$ cat src/rtl/uart_pkg.sv
// Shared UART receiver types and constants: FSM state encoding, data width and parity helper.
package uart_pkg;

   localparam int UART_DATA_BITS = 8;

   typedef enum logic [2:0] {
      IDLE      = 3'd0,
      START     = 3'd1,
      DATA      = 3'd2,
      PARITY    = 3'd3,
      STOP      = 3'd4,
      WAIT_IDLE = 3'd5
   } uart_rx_state_e;

   // Even-parity bit over a data byte (1 when the byte holds an odd number of ones).
   function automatic logic even_parity(input logic [UART_DATA_BITS-1:0] data);
      return ^data;
   endfunction

endpackage

$ cat src/rtl/sync_ff.sv
// Multi-flop synchronizer for a single asynchronous bit; all stages reset to 1 (idle line level).
module sync_ff #(
   parameter int STAGES = 2
) (
   input  logic clk,
   input  logic rst_n,
   input  logic d,
   output logic q
);

   logic [STAGES-1:0] sync_r;

   // Shift the asynchronous input through the synchronizer chain.
   always_ff @(posedge clk or negedge rst_n) begin
      if (!rst_n) begin
         sync_r <= {STAGES{1'b1}};
      end else begin
         sync_r <= {sync_r[STAGES-2:0], d};
      end
   end

   assign q = sync_r[STAGES-1];

endmodule

$ cat src/rtl/uart_rx_phy.sv
// UART receiver PHY: 8 data bits LSB first, mid-bit sampling, framing/parity error pulses.
// Optional even parity bit enabled by defining UART_RX_PARITY_EN (default build is 8N1).
module uart_rx_phy
   import uart_pkg::*;
#(
   parameter int CLKS_PER_BIT = 868,
   parameter int SYNC_STAGES  = 2
) (
   input  logic                      clk,
   input  logic                      rst_n,
   input  logic                      rxd,
   output logic [UART_DATA_BITS-1:0] rx_data,
   output logic                      rx_ready,
   output logic                      rx_frame_err,
   output logic                      rx_parity_err
);

   localparam int CNT_W = $clog2(CLKS_PER_BIT);
   localparam logic [CNT_W-1:0] CNT_HALF = CNT_W'(CLKS_PER_BIT / 2 - 1);
   localparam logic [CNT_W-1:0] CNT_FULL = CNT_W'(CLKS_PER_BIT - 1);
   localparam logic [CNT_W-1:0] CNT_ONE  = CNT_W'(1);
   localparam logic [2:0]       LAST_BIT = 3'(UART_DATA_BITS - 1);
`ifdef UART_RX_PARITY_EN
   localparam uart_rx_state_e AFTER_DATA = PARITY;
`else
   localparam uart_rx_state_e AFTER_DATA = STOP;
`endif

   logic                      rxs_s;
   uart_rx_state_e            state_r, state_s;
   logic [CNT_W-1:0]          cnt_r, cnt_s;
   logic [2:0]                bit_idx_r, bit_idx_s;
   logic [UART_DATA_BITS-1:0] shift_r, shift_s;
   logic [UART_DATA_BITS-1:0] rx_data_r, data_s;
   logic                      par_err_r, par_err_s;
   logic                      ready_r, ready_s;
   logic                      ferr_r, ferr_s;
   logic                      perr_r, perr_s;

   sync_ff #(
      .STAGES (SYNC_STAGES)
   ) u_sync (
      .clk   (clk),
      .rst_n (rst_n),
      .d     (rxd),
      .q     (rxs_s)
   );

   // Frame sequencing: next state, baud/bit counters, shift register and pulse requests.
   always_comb begin
      state_s   = state_r;
      cnt_s     = cnt_r;
      bit_idx_s = bit_idx_r;
      shift_s   = shift_r;
      par_err_s = par_err_r;
      data_s    = rx_data_r;
      ready_s   = 1'b0;
      ferr_s    = 1'b0;
      perr_s    = 1'b0;
      case (state_r)
         IDLE: begin
            cnt_s = '0;
            if (!rxs_s) begin
               state_s   = START;
               par_err_s = 1'b0;
            end else begin
               state_s = IDLE;
            end
         end
         START: begin
            if (cnt_r == CNT_HALF) begin
               cnt_s = '0;
               if (!rxs_s) begin
                  state_s   = DATA;
                  bit_idx_s = 3'd0;
               end else begin
                  state_s = IDLE;
               end
            end else begin
               cnt_s = cnt_r + CNT_ONE;
            end
         end
         DATA: begin
            if (cnt_r == CNT_FULL) begin
               cnt_s     = '0;
               shift_s   = {rxs_s, shift_r[UART_DATA_BITS-1:1]};
               bit_idx_s = bit_idx_r + 3'd1;
               if (bit_idx_r == LAST_BIT) begin
                  state_s = AFTER_DATA;
               end else begin
                  state_s = DATA;
               end
            end else begin
               cnt_s = cnt_r + CNT_ONE;
            end
         end
`ifdef UART_RX_PARITY_EN
         PARITY: begin
            if (cnt_r == CNT_FULL) begin
               cnt_s     = '0;
               par_err_s = rxs_s ^ even_parity(shift_r);
               state_s   = STOP;
            end else begin
               cnt_s = cnt_r + CNT_ONE;
            end
         end
`endif
         STOP: begin
            if (cnt_r == CNT_FULL) begin
               cnt_s = '0;
               if (rxs_s) begin
                  if (par_err_r) begin
                     perr_s = 1'b1;
                  end else begin
                     ready_s = 1'b1;
                     data_s  = shift_r;
                  end
                  state_s = IDLE;
               end else begin
                  ferr_s  = 1'b1;
                  state_s = WAIT_IDLE;
               end
            end else begin
               cnt_s = cnt_r + CNT_ONE;
            end
         end
         // Hold off until the line returns high so a break cannot retrigger a frame.
         WAIT_IDLE: begin
            cnt_s = '0;
            if (rxs_s) begin
               state_s = IDLE;
            end else begin
               state_s = WAIT_IDLE;
            end
         end
         default: begin
            state_s = IDLE;
            cnt_s   = '0;
         end
      endcase
   end

   // State, datapath and registered output pulses.
   always_ff @(posedge clk or negedge rst_n) begin
      if (!rst_n) begin
         state_r   <= IDLE;
         cnt_r     <= '0;
         bit_idx_r <= 3'd0;
         shift_r   <= '0;
         rx_data_r <= '0;
         par_err_r <= 1'b0;
         ready_r   <= 1'b0;
         ferr_r    <= 1'b0;
         perr_r    <= 1'b0;
      end else begin
         state_r   <= state_s;
         cnt_r     <= cnt_s;
         bit_idx_r <= bit_idx_s;
         shift_r   <= shift_s;
         rx_data_r <= data_s;
         par_err_r <= par_err_s;
         ready_r   <= ready_s;
         ferr_r    <= ferr_s;
         perr_r    <= perr_s;
      end
   end

   assign rx_data       = rx_data_r;
   assign rx_ready      = ready_r;
   assign rx_frame_err  = ferr_r;
   assign rx_parity_err = perr_r;

endmodule

$ cat config.mk
export PLATFORM = sky130hd
export DESIGN_NAME = uart_rx_phy
export DESIGN_NICKNAME = d
export VERILOG_FILES = /design/src/rtl/uart_pkg.sv /design/src/rtl/sync_ff.sv /design/src/rtl/uart_rx_phy.sv
export SDC_FILE = /design/constraint.sdc
export NUM_CORES = 1
export LEC_CHECK = 0
export CAP_MARGIN = 20
export CORE_UTILIZATION = 40
export DETAILED_ROUTE_END_ITERATION = 16
export SYNTH_ARGS = -nofsm -noshare
export SYNTH_HDL_FRONTEND = slang
export SYNTH_SLANG_ARGS = --single-unit
$ cat constraint.sdc
create_clock -name clk -period 2 [get_ports clk]
set_input_delay 0.2 -clock clk [delete_from_list [all_inputs] [get_ports clk]]
set_output_delay 0.2 -clock clk [all_outputs]
set_load 0.005 [all_outputs]
==> results of run 1 <==
## through the flow
| step | area (um2) | setup TNS, ns | cells |
|---|---|---|---|
| floorplan | 1680 | 0 | 139 |
| global placement | 1910 | 0 | 205 |
| detailed placement | 1910 | 0 | 205 |
| CTS | 1980 | 0 | 212 |
| global route | 2000 | -0.162 | 213 |
| finish | 2000 | 0 | 213 |
## worst paths after layout
check | from | end | cells past startpoint
setup reg to reg | cnt_r[1]$_DFF_PN0_ | rx_data[3]$_DFFE_PN0P_ | 5
hold / removal | rst_n | shift_r[4]$_DFFE_PN0P_ | 2
max in group asynchronous | rst_n | u_sync.sync_r[0]$_DFF_PN1_ | 2
hold reg to reg | u_sync.sync_r[0]$_DFF_PN1_ | u_sync.sync_r[1]$_DFF_PN1_ | 0
min in group clk | rxd | u_sync.sync_r[0]$_DFF_PN1_ | 1
setup / recovery | cnt_r[1]$_DFF_PN0_ | rx_data[3]$_DFFE_PN0P_ | 5
## timing repair
item                                    CTS  global route
buffers inserted                          0             0
gates resized for setup                   0             2
endpoints found under the setup margin    0             8
## cell families after synthesis
family	count (synthesis)	share of synthesized area
AOI/OAI and AO/OA	11	0.0424
xor gates and xnor gates	9	0.0468
adders and majority gates	4	0.0297
buffers and inverters	15	0.0468
DFF	36	0.537
muxes	18	0.137
other	1	0.00223
and+or+nand+nor	45	0.158
## registers in the layout, summed over array words and instances (netlist names)
name	flops
cnt_r	10
rx_data	8
shift_r	8
bit_idx_r	3
state_r	3
u_sync.sync_r	2
rx_frame_err	1
rx_ready	1
## routing by layer
metal  vias to the layer above  global-route usage  part of all wire
li1                        529                   -                 -
met1                       548               0.160              0.45
met2                        17               0.242              0.50
met3                         4              0.0582             0.042
met4                         0              0.0505            0.0087
met5                         -                   0                 0
## area by class of cell
| type | count | area, um2 |
|---|---|---|
| Fill cell | 378 | 2030 |
| Sequential cell | 36 | 903 |
| Clock buffer | 6 | 72.6 |
| Clock inverter | 1 | 5.00 |
| Timing Repair Buffer | 25 | 218 |
| Tap cell | 50 | 62.6 |
| Inverter | 6 | 22.5 |
| Multi-Input combinational cell | 89 | 712 |
## placed cells by master, fill, tap and decap left out, types with 3 or more instances in the layout
master / netlist / routed
sky130_fd_sc_hd__xnor2_1: 4 / 4
sky130_fd_sc_hd__ha_1: 4 / 4
sky130_fd_sc_hd__clkdlybuf4s50_1: 0 / 12
sky130_fd_sc_hd__mux2_2: 8 / 8
sky130_fd_sc_hd__mux2_4: 8 / 8
sky130_fd_sc_hd__a21oi_1: 5 / 5
sky130_fd_sc_hd__nand3_1: 3 / 3
sky130_fd_sc_hd__clkbuf_8: 0 / 5
sky130_fd_sc_hd__nand4_1: 6 / 6
sky130_fd_sc_hd__dfrtp_1: 34 / 34
sky130_fd_sc_hd__xor2_1: 5 / 5
sky130_fd_sc_hd__inv_1: 6 / 6
sky130_fd_sc_hd__nand2_1: 5 / 5
sky130_fd_sc_hd__nor2_1: 16 / 16
sky130_fd_sc_hd__buf_4: 1 / 13
## power by group
group          internal (uW)  total, uW  switching [uW]
logic                   6.24       23.5            17.3
registers                732        734            1.91
clock network            236        468             232
## worst reg2reg max path, delay by kind of cell, from the launching register on
kind,cells,cell delay [ns]
fa+ha+maj,1,0.16
flops,1,0.37
mux,1,0.32
simple gates,3,0.98
==> flow_summary.toml, run 1 <==
[timing]
final.min_clock_period_ns = 1.95
finClkSkew_ns = 0.00762
drv_slew = 0
worst_slack_ns = 0.0489
achievable-frequency_mhz = 513
timing.final.crit_share = 0.976
setup-violations-final = 0
rsz_0062_raised_after_global_routing = "yes"
fin_worst_hold_slack_ns = 0.326
final-hold-violation-count = 0

[synthesis]
synth-seq-area-share = 0.537
netlist_instances = 139
post_synth_num_cell_types = 37
yosys.area.top_type_share = 0.506
yosysWarningCount = 0
synth_top_area_cell = "sky130_fd_sc_hd__dfrtp_1"
synthesis.area_per_instance_um2 = 12.1
synth_top_flop_cell = "sky130_fd_sc_hd__dfrtp_1"
register_bit_count_reported_by_yosys = 36
yosysMostFrequentCell = "sky130_fd_sc_hd__dfrtp_1"
synth_top_cells_by_count = "sky130_fd_sc_hd__dfrtp_1, sky130_fd_sc_hd__nor2_1, sky130_fd_sc_hd__mux2_2, sky130_fd_sc_hd__mux2_4"
synth_area_leaders = "sky130_fd_sc_hd__dfrtp_1, sky130_fd_sc_hd__mux2_4, sky130_fd_sc_hd__mux2_2"
synth-edff-count = 0
asyncSetResetFlopFracSynth = 1.00
synth.cell_area_um2 = 1680
synth_fp_nets = 146

[layout]
flow.area_growth_from_synthesis_pct = 18.6
final_core_utilization = 0.495
layout.nets = 170
post_route_cells_drive_above_1_share = 0.270
diodes = 0

[clocking]
cts_tree = "done"
cts_inserted_buffers = 5
clock_latency_ns = 0.28
clock_tree.root_cell = "sky130_fd_sc_hd__clkbuf_8"
clock_sinks = 36
clk_pin_slew_ns = 0.07
ctsLongestPathBuffers = 2
cts_hold_buf = 0
cts_max_level = 2

[placement]
dp_slack_ns = 0.0625
detailed_placer_s_ending_hpwl_um = 2080
port-buffer-count = 12
gpl.final_weighted_congestion = 0.847

[setup_path]
cp_delay_by_family_top = "simple AND/OR/NAND/NOR gates"
critical_path.startpoint_type = "flip-flop"
cpPeakStageDelay_ns = 0.60
worst-path-max-fanout = 5
critical_path.cell_chain = "ha_1, and4bb_2, nand3_2, or4_4, mux2_4"
critPathRequiredTime_ns = 2.17
path_buf_inv = 0
critical_path_arrival_ns = 2.12
critical_path.endpoint_type = "flip-flop"
worst_path_max_delay_cell = "sky130_fd_sc_hd__or4_4"
ff2ff_setup_slack_ns = 0.05
timing.setup.critical_path_class = "flip-flop to flip-flop"

[routing]
routed-via-count = 1098
drt_iter0_drc = 45
drt.antenna.violating_nets = 0
routed_wirelength_um = 2880
drt_pre_antenna_iters = 4
wire_per_inst_um = 13.5
via_per_inst = 5.15
post-route-drc-count = 0

[global_route]
gr-total-overflow = 0
grt_first_pass_wirelength_um = 4680
grt_pass1_vias = 1104
grt_usage = 0.143
maximum_number_of_pins_on_one_net_before_global_route_repair = 37
initial_antenna_violation_count = 0

[job]
max_cap_viol_count = 0

[pwr]
total_power_uw = 1230
p_leak_uw = 0.000951
power.ir.vdd_worst_mv = 0.381
pwr_density_cell_nw_per_um2 = 614

[die]
row_count = 23
top_level_ports = 14
dieArea_um2 = 4470
chipHeight_um = 66.9
design.core.area_um2 = 4030
initial_core_util = 0.418
die_width_um = 66.9

[run_status]
run_status = "completed"

[hold_path]
min_path_type = "input pin to async pin"
Power figures use the tool's default switching activity.
==> inputs of run 2 (changes only) <==
--- a/config.mk
+++ b/config.mk
@@ -8,6 +8,7 @@
 export CAP_MARGIN = 20
 export CORE_UTILIZATION = 40
 export DETAILED_ROUTE_END_ITERATION = 16
+export PLACE_DENSITY = 0.66
 export SYNTH_ARGS = -nofsm -noshare
 export SYNTH_HDL_FRONTEND = slang
 export SYNTH_SLANG_ARGS = --single-unit
==> constraint.sdc (replaced) <==
create_clock -name clk -period 2.1 [get_ports clk]
set_input_delay 0.21 -clock clk [delete_from_list [all_inputs] [get_ports clk]]
set_output_delay 0.21 -clock clk [all_outputs]
set_load 0.005 [all_outputs]
==> flow_summary.toml, run 2 (same netlist as run 1, synthesis figures left out) <==
[run_status]
run_status = "completed"

[timing]
drv_slew = 0
worst_slack_ns = 0.125
finClkSkew_ns = 0.00244
final.min_clock_period_ns = 1.98
setup-violations-final = 0
timing.final.crit_share = 0.941
totalNegativeSetupSlack_ns = 0
final-hold-violation-count = 0
achievable-frequency_mhz = 506
rsz_0062_raised_after_global_routing = "no"

[pwr]
pwr_density_cell_nw_per_um2 = 630
internal-power_uw = 995
pwr-share-seq = 0.564
power.ir.vdd_worst_mv = 0.307
net_sw_power_uw = 243
p_comb_frac = 0.018
p_leak_uw = 0.000934
total_power_uw = 1240
power.share.clock = 0.418
power_switching_share = 0.197

[layout]
largest_register_ffs = 10
post_route_cells_drive_above_1_share = 0.242
layout.filler_cells = 366
combined_flip_flop_and_latch_cell_area_um2 = 903
final_common_cell = "sky130_fd_sc_hd__dfrtp_1"
flow.area_growth_from_synthesis_pct = 16.8
largest-register = "cnt_r"
layout.nets = 164
diodes = 0
most-common-layout-cells = "sky130_fd_sc_hd__dfrtp_1, sky130_fd_sc_hd__nor2_1, sky130_fd_sc_hd__clkdlybuf4s50_1"
final_core_utilization = 0.488
area_occupied_by_multi_input_gates_um2 = 701

[hold_path]
min_from = "rxd"
worstHoldPathCells = 1
min_path_type = "input pin to flip-flop"

[global_route]
initial_antenna_violation_count = 0
gr-total-overflow = 0
maximum_number_of_pins_on_one_net_before_global_route_repair = 37
grt_pass1_vias = 1050
grt_first_pass_wirelength_um = 4860
grt_usage = 0.153

[routing]
routed-via-count = 1044
post-route-drc-count = 0
wire_per_inst_um = 13.5
drt_iter0_drc = 55
via_per_inst = 5.04
drt.antenna.violating_nets = 0
drt_pre_antenna_iters = 4
routed_wirelength_um = 2800

[clocking]
clock_latency_ns = 0.28
cts_inserted_buffers = 5
clock_sinks = 36
post_cts_resize_count = 0
cts_hold_buf = 0
clk_pin_slew_ns = 0.07
cts_tree = "done"
cts_max_level = 2
cts_setup_buffers = 0
ctsLongestPathBuffers = 2
clock_tree.root_cell = "sky130_fd_sc_hd__clkbuf_8"

[setup_path]
critPathRequiredTime_ns = 2.27
timing.setup.critical_path_class = "flip-flop to flip-flop"
path_buf_inv = 0
setup.worst_path.start = "cnt_r[0]$_DFF_PN0_"
ff2ff_setup_slack_ns = 0.12
timing.reg2reg.worst_path_depth = 5
critical_path.endpoint_type = "flip-flop"
worst_path_max_delay_cell = "sky130_fd_sc_hd__or4_4"
cp_delay_by_family_top = "simple AND/OR/NAND/NOR gates"
regToRegStartpoint = "cnt_r[0]$_DFF_PN0_"
critical_path.startpoint_type = "flip-flop"
worst-path-max-fanout = 9
critical_path_arrival_ns = 2.14
crit-reg2reg-capture = "rx_data[6]$_DFFE_PN0P_"
crit_end = "rx_data[6]$_DFFE_PN0P_"
critical_path.cell_chain = "ha_1, and4bb_1, nand3_2, or4_4, mux2_4"
cpPeakStageDelay_ns = 0.54
cp.depth = 5

[die]
die_width_um = 66.9
dieArea_um2 = 4470
top_level_ports = 14
chipHeight_um = 66.9
row_count = 23
initial_core_util = 0.418
design.core.area_um2 = 4030

[placement]
port-buffer-count = 12
detailed_placer_s_ending_hpwl_um = 2010
gpl.final_weighted_congestion = 0.866
dp_slack_ns = 0.0635

[job]
max_cap_viol_count = 0
## run 2: per-stage QoR
stage          cell area [um2]  cells  hold slack [ns]
2_1_floorplan             1680    139          -0.0856
3_3_place_gp              1870    200            0.348
3_5_place_dp              1870    200            0.349
4_1_cts                   1970    207            0.312
5_1_grt                   1970    207            0.310
6_report                  1970    207            0.330
## run 2: worst min-delay path by stage
stage,to,slack (ns)
after detailed placement,u_sync.sync_r[1]$_DFF_PN1_,0.35
after floorplan,bit_idx_r[0]$_DFFE_PN0P_,-0.09
after CTS,u_sync.sync_r[0]$_DFF_PN1_,0.31
final,u_sync.sync_r[0]$_DFF_PN1_,0.33
after global placement,u_sync.sync_r[1]$_DFF_PN1_,0.35
after global routing,u_sync.sync_r[0]$_DFF_PN1_,0.31
## run 2: power groups by stage
stage / combinational (uW) / clock, uW / sequential, uW
2_1_floorplan: 4.92 / 0 / 711
3_3_place_gp: 22.1 / 0 / 712
3_5_place_dp: 22.8 / 0 / 712
4_1_cts: 22.9 / 542 / 699
5_1_grt: 25.8 / 570 / 698
6_report: 21.7 / 518 / 699
## run 2: area by class of cell
class / count / share of cell area
clock buffer: 7 / 0.0490
timing repair buffer: 20 / 0.0917
multi-input combinational: 88 / 0.356
inverter: 6 / 0.0115
sequential: 36 / 0.460
tap: 50 / 0.0318
## run 2: routing by layer
layer / global-route usage / routed length [um] / vias up / part of all wire
met1: 0.165 / 1220 / 518 / 0.43
met4: 0.0878 / 40 / 0 / 0.014
met3: 0.0565 / 82 / 4 / 0.029
met2: 0.256 / 1460 / 14 / 0.52
met5: 0 / 0 / - / 0
li1: - / - / 508 / -
